**src/rtl/i_mem_pkg.sv**
```systemverilog
// Shared instruction-memory definitions used by the refill engine and the i-cache.
// Holds the memory window, line geometry, refill FSM encoding and address helpers.
package i_mem_pkg;

    localparam int          LINE_WORDS = 16;
    localparam int          BEAT_W     = $clog2(LINE_WORDS);
    localparam logic [31:0] IMEM_BASE  = 32'h0001_0000;
    localparam logic [31:0] IMEM_LAST  = 32'h0001_01FF;
    localparam int          TIMEOUT    = 255;
    localparam int          TMR_W      = 8;

    typedef enum logic [2:0] {IDLE, REQ, BEAT, WRITE, DRAIN, FAULT} fill_state_t;

    typedef logic [31:0] line_t [0:LINE_WORDS-1];

    function automatic logic [31:0] line_base(input logic [31:0] pc);
        return pc & ~32'(LINE_WORDS - 1);
    endfunction

    // Widened sum so a line near the top of the address space cannot wrap into range.
    function automatic logic line_in_range(input logic [31:0] base);
        logic [32:0] last_word;
        last_word = {1'b0, base} + 33'(LINE_WORDS - 1);
        return (base >= IMEM_BASE) && (last_word <= {1'b0, IMEM_LAST});
    endfunction

endpackage

```
**src/rtl/i_fill_timer.sv**
```systemverilog
// Loadable down-counter guarding every wait of the refill engine.
// expired is raised while the count sits at zero.
module i_fill_timer
    import i_mem_pkg::*;
#(
    parameter int WIDTH = TMR_W
) (
    input  logic             clk,
    input  logic             rst,
    input  logic             load,
    input  logic             en,
    input  logic [WIDTH-1:0] load_val,
    output logic             expired
);

    logic [WIDTH-1:0] cnt_q;
    logic [WIDTH-1:0] cnt_d;

    always_comb begin
        cnt_d = cnt_q;
        if (load) begin
            cnt_d = load_val;
        end else if (en && (cnt_q != '0)) begin
            cnt_d = cnt_q - 1'b1;
        end
    end

    // NOTE: state registers use non-blocking assignments so every flop samples pre-edge values.
    always_ff @(posedge clk or posedge rst) begin
        if (rst) begin
            cnt_q <= '0;
        end else begin
            cnt_q <= cnt_d;
        end
    end

    assign expired = (cnt_q == '0);

endmodule

```
**src/rtl/i_fill_ctrl.sv**
```systemverilog
// Instruction-cache refill engine: fetches the 16-word line holding a missing PC,
// buffers the beats and hands the line to the i-cache with a one-cycle write strobe.
module i_fill_ctrl
    import i_mem_pkg::*;
(
    input  logic        clk,
    input  logic        rst,
    input  logic        miss,
    input  logic [31:0] miss_pc,
    input  logic        flush,
    output logic        mem_req,
    output logic [31:0] mem_addr,
    input  logic        mem_gnt,
    input  logic        mem_rvalid,
    input  logic [31:0] mem_rdata,
    output line_t       fill_ins,
    output logic [31:0] fill_addr,
    output logic        fill_en,
    output logic        busy,
    output logic        fill_fault
);

    localparam logic [BEAT_W-1:0] LAST_BEAT = BEAT_W'(LINE_WORDS - 1);

    fill_state_t       state_q, state_d;
    logic [31:0]       base_q, base_d;
    logic [BEAT_W-1:0] beat_cnt_q, beat_cnt_d;
    line_t             line_q, line_d;
    logic              beat_seen;
    logic              tmr_load;
    logic              tmr_en;
    logic              tmr_expired;

    // NOTE: every signal gets a default before the case so no path leaves it unassigned (no latches).
    always_comb begin
        state_d    = state_q;
        base_d     = base_q;
        beat_cnt_d = beat_cnt_q;
        line_d     = line_q;
        beat_seen  = 1'b0;
        case (state_q)
            IDLE: begin
                if (miss && !flush) begin
                    base_d  = line_base(miss_pc);
                    state_d = line_in_range(base_d) ? REQ : FAULT;
                end
            end
            REQ: begin
                // A grant coinciding with flush still has beats in flight; sink them.
                if (flush) begin
                    state_d    = mem_gnt ? DRAIN : IDLE;
                    beat_cnt_d = '0;
                end else if (mem_gnt) begin
                    state_d    = BEAT;
                    beat_cnt_d = '0;
                end else if (tmr_expired) begin
                    state_d = FAULT;
                end
            end
            BEAT: begin
                if (mem_rvalid) begin
                    beat_seen = 1'b1;
                    if (!flush) begin
                        line_d[beat_cnt_q] = mem_rdata;
                    end
                    if (beat_cnt_q == LAST_BEAT) begin
                        state_d = flush ? IDLE : WRITE;
                    end else begin
                        beat_cnt_d = beat_cnt_q + 1'b1;
                        if (flush) begin
                            state_d = DRAIN;
                        end
                    end
                end else if (flush) begin
                    state_d = DRAIN;
                end else if (tmr_expired) begin
                    state_d = FAULT;
                end
            end
            WRITE: begin
                state_d = IDLE;
            end
            DRAIN: begin
                if (mem_rvalid) begin
                    beat_seen = 1'b1;
                    if (beat_cnt_q == LAST_BEAT) begin
                        state_d = IDLE;
                    end else begin
                        beat_cnt_d = beat_cnt_q + 1'b1;
                    end
                end else if (tmr_expired) begin
                    state_d = FAULT;
                end
            end
            FAULT: begin
                state_d = FAULT;
            end
            default: begin
                state_d = IDLE;
            end
        endcase
    end

    always_ff @(posedge clk or posedge rst) begin
        if (rst) begin
            state_q    <= IDLE;
            base_q     <= '0;
            beat_cnt_q <= '0;
        end else begin
            state_q    <= state_d;
            base_q     <= base_d;
            beat_cnt_q <= beat_cnt_d;
        end
    end

    // NOTE: the line buffer is reset on purpose: fill_ins must read zero after reset and partial lines are discarded.
    always_ff @(posedge clk or posedge rst) begin
        if (rst) begin
            for (int i = 0; i < LINE_WORDS; i++) begin
                line_q[i] <= '0;
            end
        end else begin
            line_q <= line_d;
        end
    end

    assign tmr_load = (state_d != state_q) || beat_seen;
    assign tmr_en   = (state_q == REQ) || (state_q == BEAT) || (state_q == DRAIN);

    i_fill_timer #(.WIDTH(TMR_W)) u_timer (
        .clk      (clk),
        .rst      (rst),
        .load     (tmr_load),
        .en       (tmr_en),
        .load_val (TMR_W'(TIMEOUT - 1)),
        .expired  (tmr_expired)
    );

    assign mem_req    = (state_q == REQ);
    assign mem_addr   = mem_req ? base_q : '0;
    assign fill_en    = (state_q == WRITE);
    assign fill_addr  = base_q;
    assign busy       = (state_q != IDLE);
    assign fill_fault = (state_q == FAULT);
    assign fill_ins   = line_q;

endmodule
```
**config.mk**
```make
export PLATFORM = sky130hd
export DESIGN_NAME = i_fill_ctrl
export DESIGN_NICKNAME = d
export VERILOG_FILES = /design/src/rtl/i_mem_pkg.sv /design/src/rtl/i_fill_timer.sv /design/src/rtl/i_fill_ctrl.sv
export SDC_FILE = /design/constraint.sdc
export NUM_CORES = 1
export LEC_CHECK = 0
export BUFFER_PORTS_ARGS = -buffer_cell sky130_fd_sc_hd__buf_2
export CAP_MARGIN = 30
export CELL_PAD_IN_SITES_DETAIL_PLACEMENT = 1
export CELL_PAD_IN_SITES_GLOBAL_PLACEMENT = 1
export CORE_AREA = 3 3 250 252
export CTS_CLUSTER_SIZE = 8
export DETAILED_ROUTE_END_ITERATION = 6
export DIE_AREA = 0 0 253 255
export GPL_ROUTABILITY_DRIVEN = 0
export PLACE_DENSITY = 0.74
export SYNTH_ARGS = -nofsm -noshare
export SYNTH_HDL_FRONTEND = slang
export SYNTH_SLANG_ARGS = --single-unit
```
**constraint.sdc**
```tcl
create_clock -name clk -period 33.4 [get_ports clk]
set_clock_uncertainty 0.05 [all_clocks]
set_input_delay 5.01 -clock clk [delete_from_list [all_inputs] [get_ports clk]]
set_output_delay 5.01 -clock clk [all_outputs]
set_load 0.05 [all_outputs]
```
### After elaboration in Yosys (flattened, before gate mapping)

Cells that the tools add are included.

* register bits after elaboration: 555
* bits of input ports: 70
* output and inout bits: 580
* word-level logic and storage cells: 84

* add/sub/neg operators: 3
* magnitude comparators: 4
* equal/unequal tests: 10
* muxes and demuxes: 27
* bitwise gates (word level): 2
* reductions and logical operators: 18

Operators with widths (count)
* 512-bit bitwise mux: 1
* 32-bit demux with 4-bit select: 1
* 32-bit 2-to-1 mux: 2
* 3-bit 2-to-1 mux: 12
* 32-bit by 4-bit adder with 33-bit output (second input constant): 1
* 33-bit by 17-bit <= comparator with 1-bit output (second input constant): 1
* 32-bit by 17-bit greater-or-equal comparator with 1-bit output (second input constant): 1
* 4-bit 2-to-1 mux: 4
* 8-bit 2-to-1 mux: 2
* 3-bit case mux with 5 select lines: 1
* 8-bit logical NOT: 1
* 4-bit case mux with 2 select lines: 1
* 8-bit nonzero test: 1
* 8-bit by 1-bit subtractor with 8-bit output (second input constant): 1
* 3-bit by 2-bit == test with 1-bit output (second input constant): 2
* 3-bit == test (second input constant): 2
* 5-bit greater-or-equal comparator (second input constant): 1
* 5-bit by 1-bit < comparator with 1-bit output (second input constant): 1
* 4-bit inverter with 5-bit output: 1
* 4-bit by 1-bit adder with 4-bit output (second input constant): 1
* 4-bit == test (second input constant): 1
* 1-bit logical AND: 4
* 4-bit AND reduction: 1
* 2-bit nonzero test: 2
* 15 further kinds: 18

### Depth between registers and ports, before layout

* depth in word-level cells: 9
* mapped depth: 8
* depth with buffers taken out: 7

### By module

Synthesis repeated with hierarchy kept, for this count alone.

* cells, all modules: 1374
* area, all modules: 22975.8 sq um

Modules (own cells, without submodules)
* i_fill_ctrl: times used 1, cells each 1321, area an instance 22480.3 sq um, seq. area each 13688.1 sq um
* i_fill_timer: times used 1, cells each 53, area an instance 495.5 sq um, seq. area each 200.2 sq um

### Least setup slack after synthesis

Ideal clock, no wire load.

* path type: flip-flop to output port
* start: register state_q[1]
* end: output port mem_addr[22]
* arrival time: 2.172 ns
* data required time: 28.340 ns
* slack: 26.168 ns
* cell stages (with the launch flop): 6
* buffers on the path: 2
* cell sequence: dfrtp_1 buf_2 nor2b_1 nor2b_1 clkbuf_1 and2_1

* longest elaborated chain between the ends: 2

RTL lines
* start, declared: line i_fill_ctrl.sv:25 `fill_state_t state_q, state_d;`
* start signal, assigned: line i_fill_ctrl.sv:110 `state_q <= state_d;`
* 3-bit by 1-bit == test with 1-bit output: line i_fill_ctrl.sv:139 `assign mem_req = (state_q == REQ);`
* named net mem_req: line i_fill_ctrl.sv:11 `output logic mem_req,`
* 32-bit 2-to-1 mux: line i_fill_ctrl.sv:140 `assign mem_addr = mem_req ? base_q : '0;`
* end, declared: line i_fill_ctrl.sv:12 `output logic [31:0] mem_addr,`

The timed path passes the listed nets, and every way through them passes these cells.

### Final worst setup path

* start: register state_q[0]
* end: output port mem_addr[23]

* longest elaborated chain between the ends: 2

RTL lines (line)
* 3-bit by 1-bit == test with 1-bit output: i_fill_ctrl.sv:139
* 32-bit 2-to-1 mux: i_fill_ctrl.sv:140

No other way between the ends.

==> flow_summary.yaml <==
outcome:
  run_status: "finished, final reports clean"
setup_path:
  cp_num_buf_inv: 2
  timing.critical_path.slowest_cell_delay_ns: 0.57
  critPathTopFamily: "simple AND/OR/NAND/NOR gates"
  timing_worst_setup_path_type: "flip-flop to primary output"
  cell_type_of_the_slowest_stage_on_the_worst_timing_path: "dfrtp_1"
  critical-path-top-cell-by-count: "nor2b_1"
  end_kind: "primary output"
  worst-endpoint-required_ns: 28.34
  worst-endpoint-arrival_ns: 2.77
  timing.critical_path.cells: "nor2b_1 -> nor2b_1 -> buf_4 -> and2_1 -> buf_2"
  cp_max_fo: 29
  crit_start_category: "flip-flop"
die:
  std_cell_rows: 90
  die_area_um2: 64500
  start_util: 0.355
  design.portCount: 650
  fp.dieW_um: 253
  fp.dieH_um: 255
  fp.coreArea_um2: 60400
timing:
  report.final.hold_viol_count: 0
  setup_slack_ns: 25.57
  period_share: 0.234
  slew_viol_final: 0
  tns_ns: 0
  timing.fmax_mhz: 128
  unrepaired_setup_endpoints_after_global_routing: "no"
  min_period_ns: 7.83
  setup_violations: 0
  timing.slew.headroom: 0.337
  worst_slew_pin_slew_ns: 0.986
global_routing:
  wire_length_of_the_first_global_routing_pass_um: 104000
  first_global_vias: 15700
  gr-total-overflow: 0
  grt_util_all_layers: 0.216
  pin_count_of_the_biggest_net_entering_global_routing: 171
  number_of_antenna_violations_at_the_first_check_in_global_routing: 1
logic_synthesis:
  synthTopCellsByArea: "dfrtp_1 65%, mux2_2 27%, mux2_1 1.2%"
  post-synth-top-count-cell: "dfrtp_1"
  yosys_most_used_dff: "dfrtp_1"
  synthArstFlopShare: 1.00
  synth.yosys.seq_area_share: 0.648
  synth.top_cell.area_share: 0.648
  synth_enable_flop_cells: 0
  synth_warnings: 0
  synth.cell_area_um2: 21400
  synthesis.instances: 1361
  synth.largest_area_cell: "dfrtp_1"
  synth.top_cells.by_count: "555 x dfrtp_1, 519 x mux2_2, 48 x clkbuf_1"
  synth_area_per_cell_um2: 15.7
  yosys_register_bits: 555
  synth_cell_type_count: 42
pwr:
  cellLeakagePower_nw: 15.9
  peakVddDrop_mv: 0.0373
  power.total_w: 0.00167
  power_per_cell_area_nw_per_um2: 60.7
cells_and_area:
  layout.filler_cells: 6238
  multi_input_area_um2: 7120
  final_cell_count_no_fill: 2800
  fraction_of_final_layout_cells_sized_beyond_drive_strength_1: 0.636
  area.sequential_um2: 13900
  num_antenna_cells: 0
  syn_to_final_growth_pct: 28.8
  final_net_count: 2083
cts:
  postCtsSetupRepairBufs: 0
  cts_tree: "built"
  post_cts_resized: 0
  cts-hold-fix-buffers: 0
  clk_latency_ns: 0.61
  clock_tree.root_cell: "clkbuf_16"
  clk_pin_slew_ns: 0.05
  cts_inserted_buffers: 79
  buffer_levels_on_the_longest_clock_path: 3
  ctsHtreeMaxLevel: 3
  clock-sinks: 555
placed_design:
  detailed_place_hpwl_um: 48700
  setup_slack_after_placement_ns: 25.23
  io_buffers: 637
  placedCellCount: 2707
drt:
  ant_nets: 0
  detail_route.vias_per_cell: 5.01
  first_iter_violations: 626
  route.detailed.wl_per_inst_um: 25.4
  first_pass_iters: 7
  num_vias: 14000
  routed_wl_um: 71200
  drc: 0
min_path:
  worst_hold_path_type: "flip-flop to flip-flop"
job:
  maxCapViolCount: 0
state kept, by name (all words and copies together) (netlist names):
signal	count
state_q	3
fill_ins	512
fill_addr	28
beat_cnt_q	4
u_timer.cnt_q	8
cell usage in the layout, fill, tap and decap left out, types with 3 or more instances in the layout:
cell	instances
nand3_1	14
mux2_2	519
clkbuf_16	80
nor2_1	9
nand2_1	9
buf_2	637
ha_1	5
and2_1	30
o21ai_0	8
nand4_1	9
xor2_1	5
nor2b_1	8
buf_4	20
nand3_2	12
mux2_1	22
nor3_1	4
dfrtp_1	555
nor4_1	5
xnor2_1	5
inv_16	3
nor3b_1	3
clkbuf_1	5
inv_1	10
conb_1	8
worst register-to-register path, delay by kind of cell, from the launching register on:
family / cells / cell delay [ns]
buffers and inverters: 1 / 0.50
flip-flops: 1 / 0.56
multiplexers: 1 / 0.38
AND/OR/NAND/NOR: 3 / 1.71
final timing paths:
| kind | from | endpoint | slack [ns] | depth (start not counted) |
|---|---|---|---|---|
| worst max-delay path | state_q[0] | mem_addr[23] | 25.57 | 5 |
| worst min-delay path | fill_ins[197] | fill_ins[197] | 0.44 | 1 |
| worst max register to register | state_q[2] | fill_ins[422] | 30.08 | 5 |
| worst min register to register | fill_ins[197] | fill_ins[197] | 0.44 | 1 |
| max in group asynchronous | rst | fill_ins[496] | 26.50 | 4 |
| min in group asynchronous | rst | fill_ins[508] | 4.53 | 2 |
cells by family (layout without fill, tap and decap cells):
kind of cell / after synthesis / count (layout) / share of synthesized area
compound gates: 24 / 24 / 0.00747
xor+xnor: 10 / 10 / 0.00409
fa+ha+maj: 5 / 5 / 0.00292
buf+inv: 114 / 764 / 0.0239
flops: 555 / 555 / 0.648
mux: 541 / 541 / 0.284
other cells: 1 / 8 / 0.000175
simple gates: 111 / 111 / 0.0292
power breakdown:
group	switching [W]	total, W	internal [W]
logic	0.000169	0.000227	0.0000572
registers	0.0000291	0.000730	0.000701
clock network	0.000291	0.000718	0.000427
routing by layer:
| layer | up-vias | track usage | wire length [µm] | part of all wire |
|---|---|---|---|---|
| met2 | 456 | 0.386 | 36900 | 0.52 |
| met5 | - | 0 | 0 | 0 |
| met4 | 0 | 0.0898 | 2520 | 0.035 |
| met1 | 7397 | 0.251 | 27500 | 0.39 |
| met3 | 135 | 0.0506 | 4260 | 0.060 |
| li1 | 6027 | - | - | - |
cell type report:
cell class | instances | share of cell area
well taps | 782 | 0.0355
clock buffers | 85 | 0.0732
clock inverters | 6 | 0.00467
flip-flops and latches | 555 | 0.503
multi-input cells | 699 | 0.258
repair buffers | 662 | 0.124
inverters | 11 | 0.00177
through the flow:
stage / cell area (µm²) / util / hold WS [ns]
2_1_floorplan: 21500 / - / 0.451
3_3_place_gp: 25400 / 0.421 / 0.421
3_5_place_dp: 25400 / 0.421 / 0.425
4_1_cts: 27600 / 0.457 / 0.436
5_1_grt: 27600 / 0.457 / 0.447
6_report: 27600 / 0.457 / 0.436
No activity file was read; power rests on OpenSTA's default activity.
